File: src/rtl/boa_stage_mem_pkg.sv
// Shared definitions for the Boa32 MEM stage: trap causes, opcodes, FSM states.
package boa_stage_mem_pkg;

  localparam logic [3:0] RV_ECAUSE_LOAD_MISALIGN  = 4'd4;
  localparam logic [3:0] RV_ECAUSE_LOAD_FAULT     = 4'd5;
  localparam logic [3:0] RV_ECAUSE_STORE_MISALIGN = 4'd6;
  localparam logic [3:0] RV_ECAUSE_STORE_FAULT    = 4'd7;

  localparam logic [6:0] OPC_LOAD   = 7'b0000011;
  localparam logic [6:0] OPC_STORE  = 7'b0100011;
  localparam logic [6:0] OPC_OP     = 7'b0110011;
  localparam logic [6:0] OPC_OP_IMM = 7'b0010011;
  localparam logic [6:0] OPC_LUI    = 7'b0110111;
  localparam logic [6:0] OPC_AUIPC  = 7'b0010111;
  localparam logic [6:0] OPC_JAL    = 7'b1101111;
  localparam logic [6:0] OPC_JALR   = 7'b1100111;

  typedef enum logic [1:0] {
    IDLE,
    WAIT,
    DONE
  } mem_state_t;

  // Opcodes whose RD value is already final when they reach MEM.
  function automatic logic rd_final_in_mem(input logic [6:0] opc);
    return (opc == OPC_OP) || (opc == OPC_OP_IMM) || (opc == OPC_LUI) ||
           (opc == OPC_AUIPC) || (opc == OPC_JAL) || (opc == OPC_JALR);
  endfunction

endpackage

File: src/rtl/boa_stage_mem_align.sv
// Byte-lane steering for stores, extraction/extension for loads, alignment check.
module boa_mem_align (
  input  logic [2:0]  funct3_i,
  input  logic [1:0]  addr_i,
  input  logic [31:0] wdata_i,
  input  logic [31:0] rdata_i,
  output logic [3:0]  we_o,
  output logic [31:0] wdata_o,
  output logic [31:0] rdata_o,
  output logic        misaligned_o
);

  logic [7:0]  rbyte;
  logic [15:0] rhalf;

  always_comb begin
    rbyte        = rdata_i[{addr_i, 3'b000} +: 8];
    rhalf        = rdata_i[{addr_i[1], 4'b0000} +: 16];
    we_o         = '0;
    wdata_o      = wdata_i;
    rdata_o      = rdata_i;
    misaligned_o = 1'b0;
    case (funct3_i[1:0])
      2'b00: begin
        we_o    = 4'b0001 << addr_i;
        wdata_o = {4{wdata_i[7:0]}};
        rdata_o = {{24{rbyte[7] & ~funct3_i[2]}}, rbyte};
      end
      2'b01: begin
        we_o         = 4'b0011 << addr_i;
        wdata_o      = {2{wdata_i[15:0]}};
        rdata_o      = {{16{rhalf[15] & ~funct3_i[2]}}, rhalf};
        misaligned_o = addr_i[0];
      end
      default: begin
        we_o         = 4'b1111;
        misaligned_o = (addr_i != 2'b00);
      end
    endcase
  end

endmodule

File: src/rtl/boa_stage_mem.sv
// Boa32 MEM stage: EX/MEM barrier, LOAD/STORE bus access with ready handshake, WB pass-through.
module boa_stage_mem
  import boa_stage_mem_pkg::*;
#(
  parameter int unsigned BUS_TIMEOUT = 0
) (
  input  logic        clk,
  input  logic        rst,
  input  logic        clear,
  input  logic        d_valid,
  input  logic [30:0] d_pc,
  input  logic [31:0] d_insn,
  input  logic        d_use_rd,
  input  logic [31:0] d_rs1_val,
  input  logic [31:0] d_rs2_val,
  input  logic        d_trap,
  input  logic [3:0]  d_cause,
  output logic        q_valid,
  output logic [30:0] q_pc,
  output logic [31:0] q_insn,
  output logic        q_use_rd,
  output logic        q_trap,
  output logic [3:0]  q_cause,
  output logic [31:0] q_rd_val,
  output logic        bus_re,
  output logic [3:0]  bus_we,
  output logic [29:0] bus_addr,
  output logic [31:0] bus_wdata,
  input  logic        bus_ready,
  input  logic        bus_err,
  input  logic [31:0] bus_rdata,
  input  logic        fw_stall_mem,
  output logic        fw_stall_req,
  output logic        fw_rd,
  output logic [31:0] fw_rd_val
);

  logic        r_valid_q, r_trap_q, r_use_rd_q;
  logic [30:0] r_pc_q;
  logic [31:0] r_insn_q, r_rs1_val_q, r_rs2_val_q, r_rdata_q;
  logic [3:0]  r_cause_q;

  mem_state_t  state_q, state_d;
  logic        fault_q, fault_d, kill_q, kill_d;
  logic [31:0] wait_cnt_q, wait_cnt_d;

  logic [6:0]  opcode;
  logic        is_load, is_store, is_mem, misaligned;
  logic [3:0]  al_we;
  logic [31:0] al_wdata, al_rdata, rdata_word;
  logic        killed, mem_pend, issue, active, ready_hit, load_en, timeout;
  logic        mem_trap, trap_any;

  assign opcode   = r_insn_q[6:0];
  assign is_load  = (opcode == OPC_LOAD);
  assign is_store = (opcode == OPC_STORE);
  assign is_mem   = is_load || is_store;

  boa_mem_align u_align (
    .funct3_i     (r_insn_q[14:12]),
    .addr_i       (r_rs1_val_q[1:0]),
    .wdata_i      (r_rs2_val_q),
    .rdata_i      (rdata_word),
    .we_o         (al_we),
    .wdata_o      (al_wdata),
    .rdata_o      (al_rdata),
    .misaligned_o (misaligned)
  );

  // A clear pulse is remembered so the result stays discarded until the next barrier load.
  assign killed     = clear || kill_q;
  assign mem_pend   = r_valid_q && is_mem && !r_trap_q && !misaligned;
  assign issue      = (state_q == IDLE) && mem_pend && !killed;
  assign active     = issue || (state_q == WAIT);
  assign ready_hit  = active && bus_ready;
  assign rdata_word = ready_hit ? bus_rdata : r_rdata_q;
  assign timeout    = (BUS_TIMEOUT != 0) && (state_q == WAIT) && !bus_ready &&
                      (wait_cnt_q >= BUS_TIMEOUT - 1);

  // A killed access that never issued must not stall; one already on the bus stalls until ready.
  assign fw_stall_req = mem_pend && !(ready_hit || (state_q == DONE)) &&
                        !((state_q == IDLE) && killed);
  assign load_en      = !fw_stall_mem && !fw_stall_req;

  always_comb begin
    state_d    = state_q;
    fault_d    = fault_q;
    wait_cnt_d = wait_cnt_q;
    unique case (state_q)
      IDLE: if (issue) begin
        if (bus_ready) begin
          state_d = DONE;
          fault_d = bus_err;
        end else begin
          state_d    = WAIT;
          wait_cnt_d = 32'd1;
        end
      end
      WAIT: if (bus_ready) begin
        state_d = DONE;
        fault_d = bus_err;
      end else if (timeout) begin
        state_d = DONE;
        fault_d = 1'b1;
      end else begin
        wait_cnt_d = wait_cnt_q + 32'd1;
      end
      DONE: ;
      default: state_d = IDLE;
    endcase
    if (load_en) begin
      state_d = IDLE;
      fault_d = 1'b0;
    end
    kill_d = load_en ? 1'b0 : killed;
  end

  always_ff @(posedge clk) begin
    if (rst) begin
      state_q    <= IDLE;
      fault_q    <= 1'b0;
      kill_q     <= 1'b0;
      wait_cnt_q <= '0;
      r_valid_q  <= 1'b0;
      r_trap_q   <= 1'b0;
    end else begin
      state_q    <= state_d;
      fault_q    <= fault_d;
      kill_q     <= kill_d;
      wait_cnt_q <= wait_cnt_d;
      if (load_en) begin
        r_valid_q <= d_valid;
        r_trap_q  <= d_trap;
      end
    end
  end

  always_ff @(posedge clk) begin
    if (load_en) begin
      r_pc_q      <= d_pc;
      r_insn_q    <= d_insn;
      r_use_rd_q  <= d_use_rd;
      r_rs1_val_q <= d_rs1_val;
      r_rs2_val_q <= d_rs2_val;
      r_cause_q   <= d_cause;
    end
    if (ready_hit) r_rdata_q <= bus_rdata;
  end

  assign mem_trap = (r_valid_q && is_mem && !r_trap_q && misaligned) ||
                    (ready_hit && bus_err) || ((state_q == DONE) && fault_q);
  assign trap_any = r_trap_q || mem_trap;

  always_comb begin
    q_cause = r_cause_q;
    if (!r_trap_q && mem_trap) begin
      if (misaligned) q_cause = is_load ? RV_ECAUSE_LOAD_MISALIGN : RV_ECAUSE_STORE_MISALIGN;
      else            q_cause = is_load ? RV_ECAUSE_LOAD_FAULT : RV_ECAUSE_STORE_FAULT;
    end
  end

  assign q_valid   = r_valid_q && !killed;
  assign q_trap    = trap_any && !killed;
  assign q_pc      = r_pc_q;
  assign q_insn    = r_insn_q;
  assign q_use_rd  = r_use_rd_q;
  assign q_rd_val  = is_load ? al_rdata : r_rs1_val_q;
  assign fw_rd_val = q_rd_val;
  assign fw_rd     = q_valid && r_use_rd_q && !trap_any &&
                     (rd_final_in_mem(opcode) || (is_load && (ready_hit || (state_q == DONE))));

  assign bus_re    = !rst && active && is_load;
  assign bus_we    = (!rst && active && is_store) ? al_we : '0;
  assign bus_addr  = r_rs1_val_q[31:2];
  assign bus_wdata = al_wdata;

endmodule

File: config.mk
export PLATFORM = sky130hd
export DESIGN_NAME = boa_stage_mem
export DESIGN_NICKNAME = d
export VERILOG_FILES = /design/src/rtl/boa_stage_mem_pkg.sv /design/src/rtl/boa_stage_mem_align.sv /design/src/rtl/boa_stage_mem.sv
export SDC_FILE = /design/constraint.sdc
export NUM_CORES = 1
export LEC_CHECK = 0
export BUFFER_PORTS_ARGS = -buffer_cell sky130_fd_sc_hd__buf_2
export CAP_MARGIN = 25
export CELL_PAD_IN_SITES_DETAIL_PLACEMENT = 1
export CELL_PAD_IN_SITES_GLOBAL_PLACEMENT = 1
export CORE_MARGIN = 4
export CORE_UTILIZATION = 30
export CTS_BUF_LIST = sky130_fd_sc_hd__clkbuf_2 sky130_fd_sc_hd__clkbuf_4 sky130_fd_sc_hd__clkbuf_8
export DETAILED_ROUTE_END_ITERATION = 8
export PLACE_DENSITY_LB_ADDON = 0.05
export SLEW_MARGIN = 10
export SYNTH_ARGS = -nofsm -noshare
export SYNTH_HDL_FRONTEND = slang
export SYNTH_SLANG_ARGS = --single-unit
File: constraint.sdc
create_clock -name clk -period 9.6 [get_ports clk]
set_input_delay 0.48 -clock clk [delete_from_list [all_inputs] [get_ports clk]]
set_output_delay 0.48 -clock clk [all_outputs]
set_load 0.005 [all_outputs]
# Yosys cells after proc, flatten, opt, wreduce, memory -nomap -nowiden
# Index checks and enable logic that the tools add are counted.
# totals
reg_bits	170
inputBits	172
out_inout_bits	203
word_cells	103
# classes
eq_ne	13
shift	4
mux	18
bitwise	4
n_reduce_logical	52
# op_table
operator	n
$pmux 32 s2	2
$mux 32	2
$shiftx 32x6->16	1
$shiftx 32x6->8	1
$logic_and 1x1->1	23
$eq 7x6->1 const B	3
$eq 7x5->1 const B	2
$eq 7x7->1 const B	2
$logic_or 1x1->1	13
$mux 2	6
$logic_not 1->1	9
$mux 4	2
$pmux 4 s2	1
$eq 7x2->1 const B	1
$pmux 2 s3	1
$eq 2x1->1 const B	2
$logic_not 2->1	2
$ne 2x2->1 const B	2
$pmux 1 s2	2
$reduce_bool 2->1	2
$shl 1x2->4 const A	1
$shl 2x2->4 const A	1
$reduce_and 3->1	1
$and 1x1->1	2
other kinds (5)	7

# Depth between registers and ports, before layout
# logic_depth
depth_word	16
mapped_depth	10
ltp_nobuf	6

# Modules after synthesis
# From an unflattened synthesis, not the netlist that was laid out.
# hier_totals
hier_cells	520
area_unflattened_um2	7696.1
# modules_own_cells
mod	n_inst	cells_per_inst	area_each_um2	seq_area_each_um2
boa_stage_mem	1	371	6613.8	4724.5
boa_mem_align	1	149	1082.3	0.0

# Worst setup path before layout
# Ideal clock, no wire load.
# synth_timing
path_kind	register to register
start	register state_q[1]
end	register state_q[0]
setup_ns	0.129
arrival_ns	7.378
required_ns	9.471
path_slack_ns	2.093
stages_incl_launch_ff	8
n_path_buf	2
period_less_slack_ns	7.507
cell_sequence	dfxtp_1 -> clkbuf_1 -> nand2b_1 -> buf_2 -> o2111a_1 -> nor2_1 -> or2_2 -> nor4_1
# synth_between
elab_chain_len	12
word_cells_on_any_way	21
classes_between	eq/ne: 4; mux: 1; bitwise: 1; reduce/logical: 15
# synth_rtl
item	line	rtl
start: declaration	boa_stage_mem.sv:43	mem_state_t state_q, state_d;
start signal: assignment	boa_stage_mem.sv:127	state_q <= state_d;
$logic_not 2->1	boa_stage_mem.sv:73, boa_stage_mem.sv:82	
$logic_and 1x1->1 (2 in series)	boa_stage_mem.sv:73	assign issue = (state_q == IDLE) && mem_pend && !killed;
$logic_or 1x1->1	boa_stage_mem.sv:74	assign active = issue || (state_q == WAIT);
$logic_and 1x1->1	boa_stage_mem.sv:75	assign ready_hit = active && bus_ready;
$logic_or 1x1->1	boa_stage_mem.sv:81	assign fw_stall_req = mem_pend && !(ready_hit || (state_q == DONE)) &&
$logic_not 1->1	boa_stage_mem.sv:81	
$logic_and 1x1->1	boa_stage_mem.sv:81	
$logic_and 1x1->1 *	boa_stage_mem.sv:81	
net fw_stall_req	boa_stage_mem.sv:33	output logic fw_stall_req,
$logic_not 1->1 *	boa_stage_mem.sv:83	assign load_en = !fw_stall_mem && !fw_stall_req;
$logic_and 1x1->1 *	boa_stage_mem.sv:83	
net load_en	boa_stage_mem.sv:51	logic killed, mem_pend, issue, active, ready_hit, load_en, timeout;
$reduce_or 2->1 (no line) *	--	
# Mark *: on every way through the listed nets, which the timed path passes. The rest lies on a longest branch.
# A chain may end at the register's enable or synchronous reset.

# Worst setup path in the final report
# layout_timing
start	register r_rs1_val_q[0]
end	output port fw_rd_val[25]
# layout_between
elab_chain_len	13
word_cells_on_any_way	15
classes_between	shift: 2; mux: 4; bitwise: 2; reduce/logical: 7
# layout_rtl
item	line	rtl
start: declaration	boa_stage_mem.sv:40	logic [31:0] r_insn_q, r_rs1_val_q, r_rs2_val_q, r_rdata_q;
start signal: assignment	boa_stage_mem.sv:143	r_rs1_val_q <= d_rs1_val;
$reduce_bool 2->1	boa_stage_mem_align.sv:37	misaligned_o = (addr_i != 2'b00);
$pmux 1 s2	boa_stage_mem_align.sv:23	case (funct3_i[1:0])
$logic_not 1->1	boa_stage_mem.sv:72	assign mem_pend = r_valid_q && is_mem && !r_trap_q && !misaligned;
$logic_and 1x1->1	boa_stage_mem.sv:72	
$logic_and 1x1->1 (2 in series)	boa_stage_mem.sv:73	
$logic_or 1x1->1	boa_stage_mem.sv:74	
$logic_and 1x1->1	boa_stage_mem.sv:75	
$mux 32	--	
$shiftx 32x6->16 / $shiftx 32x6->8 (equally long branches)	boa_stage_mem_align.sv:18, boa_stage_mem_align.sv:17	
$and 1x1->1, on equally long branches	boa_stage_mem_align.sv:32, boa_stage_mem_align.sv:27	
$pmux 32 s2 *	boa_stage_mem_align.sv:23	
$mux 32 *	boa_stage_mem.sv:167	assign q_rd_val = is_load ? al_rdata : r_rs1_val_q;
end: declaration	boa_stage_mem.sv:35	output logic [31:0] fw_rd_val
# Every way passes the cells marked *; elsewhere a longest branch is shown, timed or not.

==> impl_metrics.json <==
{
  "vias": 6066,
  "hold_path_class": "in2reg",
  "cts_sinks": 170,
  "p_total_mw": 1.63,
  "powerDensity_mw_per_mm2": 166,
  "syn-num-nets": 791,
  "die_area_sq_mm": 0.0283,
  "place_hpwl_mm": 22.1,
  "placedCellCount": 1234,
  "tightest_slew_ns": 0.859,
  "synth-main-ff-cell": "edfxtp_1",
  "sw_frac_of_total_pct": 28.9,
  "fin_cells": 1270,
  "nNetsFinal": 1095,
  "clkLatencyLatePin_ns": 0.47,
  "seqPwrFrac_pct": 53.6,
  "drcViolationCount": 0,
  "drive_gt1_share_pct": 49.9,
  "grt_pass1_vias": 6674,
  "globalplace.congestion": 0.811,
  "rsz0062_at_grt": "false",
  "routedWlPerCell_um": 22.1,
  "ys_ff_latch": 170,
  "clk_pin_slew_ns": 0.11,
  "path_max_fanout": 22,
  "clkPwrFrac_pct": 32.1,
  "critical_path_class": "reg2out",
  "p_comb_share_pct": 14.2,
  "die_y_um": 168,
  "syn_area_per_cell_sq_um": 12.4,
  "hold_buffers": 0,
  "cts_tree": "built",
  "synthCells": 619,
  "synthMuxAreaShare_pct": 8.05,
  "dr.pass1.iters": 4,
  "start_util_pct": 30.5,
  "yosys.area_share.xor_xnor_pct": 0,
  "cp-end-kind": "primary output",
  "crit_path_max_incr_delay_ns": 0.64,
  "hold_viol": 0,
  "final_cell_mix": "374 x buf_2, 132 x edfxtp_1, 71 x nand2_1, 38 x dfxtp_1, 30 x mux2_2",
  "clk_path_buf_depth": 2,
  "slew_viol_final": 0,
  "avgViaCountPerCell": 4.78,
  "synth_area_sq_mm": 0.00769,
  "post_cts_resized": 0,
  "period_share_pct": 47.9,
  "status": "complete, no violations",
  "htreeDepth": 4,
  "synthArstFlopShare_pct": 0,
  "setup_viol": 0,
  "grt-ovfl-total": 0,
  "final_area_sq_mm": 0.00984,
  "worst_setup_path_start_kind": "flop",
  "max_slew_margin_pct": 42.5,
  "place_area_sq_mm": 0.00942,
  "drt-total-wl_mm": 28.1,
  "p_int_mw": 1.16,
  "synth_edf_count": 132,
  "areaGrowthSynthToFinish_pct": 27.9,
  "layout_commonest_cell": "buf_2",
  "synth_top_family_by_area": "simple AND/OR/NAND/NOR gates",
  "ys.warnings.count": 0,
  "cts_inserted_buffers": 17,
  "ys_types": 63,
  "grt_max_degree": 67,
  "path_cells": "o21ai_2 -> nand4b_2 -> a21oi_4 -> buf_4 -> mux2_2 -> o21ai_4 -> o311ai_0 -> buf_2",
  "core.rowCount": 58,
  "ys_seq_area_share_pct": 61.4,
  "grt_pass1_wl_mm": 41.5,
  "port_buffers": 374,
  "p_leak_nw": 4.26,
  "synth_compound_area_share_pct": 10.3,
  "fmax_mhz": 218,
  "first_iter_violations": 291,
  "utilization_pct": 39.1,
  "critPathArrivalTime_ns": 4.11,
  "maxCapViolCount": 0,
  "ir_drop_mv": 0.0799,
  "synthAdderAreaFrac_pct": 0,
  "fill_cells": 2785,
  "antenna_found_initial": 10,
  "p_switching_uw": 473,
  "synthSimpleGateAreaFrac_pct": 10.5,
  "period_needed_ns": 4.59,
  "post-cts-setup-buffer-count": 0,
  "ant_nets": 0,
  "finalSetupTns_ns": 0,
  "core-area_sq_mm": 0.0252,
  "grt_usage_pct": 19.3,
  "die_width_um": 168,
  "cp.required_ns": 9.12,
  "cts_root_buffer": "clkbuf_8",
  "crit_path_top_delay_cell": "edfxtp_1",
  "skew_ns": 0.0159,
  "ioPinCount": 375
}
[worst paths after layout]
| kind | start | to | slack [ns] | depth (start not counted) |
|---|---|---|---|---|
| worst max-delay path | r_rs1_val_q[0] | fw_rd_val[25] | 5.01 | 8 |
| worst min register to register | r_rdata_q[3] | r_rdata_q[3] | 0.45 | 2 |
| worst min-delay path | d_pc[28] | q_pc[28] | 0.18 | 1 |
| worst max register to register | r_rs1_val_q[0] | r_rdata_q[26] | 6.43 | 6 |
[per-stage QoR]
stage | setup WS (ns) | hold slack [ns]
6_report | 5.01 | 0.175
5_1_grt | 4.65 | 0.127
4_1_cts | 4.94 | 0.131
3_5_place_dp | 5.46 | 0.439
3_3_place_gp | 5.54 | 0.428
2_1_floorplan | 2.09 | 0.416
[power groups by stage]
stage                     logic, mW  registers (mW)  clock network, mW
after floorplan               0.121           0.894                  0
after global placement        0.235           0.892                  0
after detailed placement      0.237           0.894                  0
after CTS                     0.238           0.878              0.547
after global routing          0.255           0.884              0.577
final                         0.232           0.877              0.525
[area by class of cell]
type	instances	area, sq um	share of cell area, %
Sequential cell	170	4720	48.0
Multi-Input combinational cell	330	2240	22.8
Timing Repair Buffer	383	1960	19.9
Tap cell	330	413	4.20
Clock buffer	18	241	2.45
Clock inverter	14	173	1.75
Inverter	21	78.8	0.801
Antenna cell	4	10.0	0.102
[critical path: cells and delay by family, from the launching register on]
family                 cells  cell delay [ns]
flip-flops                 1             0.64
AO/OA/AOI/OAI              4             1.56
AND/OR/NAND/NOR            1             0.38
multiplexers               1             0.42
buffers and inverters      2             0.62
[flip-flops by register name, summed over array words and instances, names as in the netlist]
name,cells
r_rdata_q,32
kill_q,1
r_trap_q,1
r_rs1_val_q,32
state_q,2
q_insn,32
r_cause_q,4
r_rs2_val_q,32
fault_q,1
q_use_rd,1
r_valid_q,1
q_pc,31
[synth_stat cells (3+ instances only)]
cell         n  area share [%]
inv_1       20            0.98
o22ai_1     10            0.81
nor4_1       4            0.33
mux2_2      30             4.4
buf_2        6            0.39
nor2b_1      3            0.24
a21oi_1     19             1.2
o21a_1       3            0.29
o311ai_1    10             1.1
o221ai_1     4            0.46
nor3_1      13            0.85
edfxtp_1   132              52
clkbuf_1    15            0.73
nand2_1     71             3.5
nand2b_1     5            0.41
dfxtp_1     38             9.9
mux2i_1     27             3.5
buf_4       73             7.1
o21ai_0     12            0.78
o221a_2      8             1.2
and3_1       5            0.41
nand3_1     26             1.7
o22a_1       4            0.46
a2bb2oi_1    3            0.34
or3_1        3            0.24
nor2_1      24             1.2
[logic make-up after synthesis]
kind of cell,count (synthesis)
DFF,170
and+or+nand+nor,169
buffers and inverters,119
muxes,58
AOI/OAI and AO/OA,103
[layer usage]
| metal | vias up | track usage, % | part of all wire (%) |
|---|---|---|---|
| met2 | 238 | 34.1 | 52 |
| li1 | 2845 | - | - |
| met3 | 36 | 7.44 | 8.5 |
| met1 | 2935 | 22.1 | 38 |
| met4 | 12 | 5.01 | 1.3 |
| met5 | - | 0 | 0.33 |
Power figures use the tool's default switching activity.
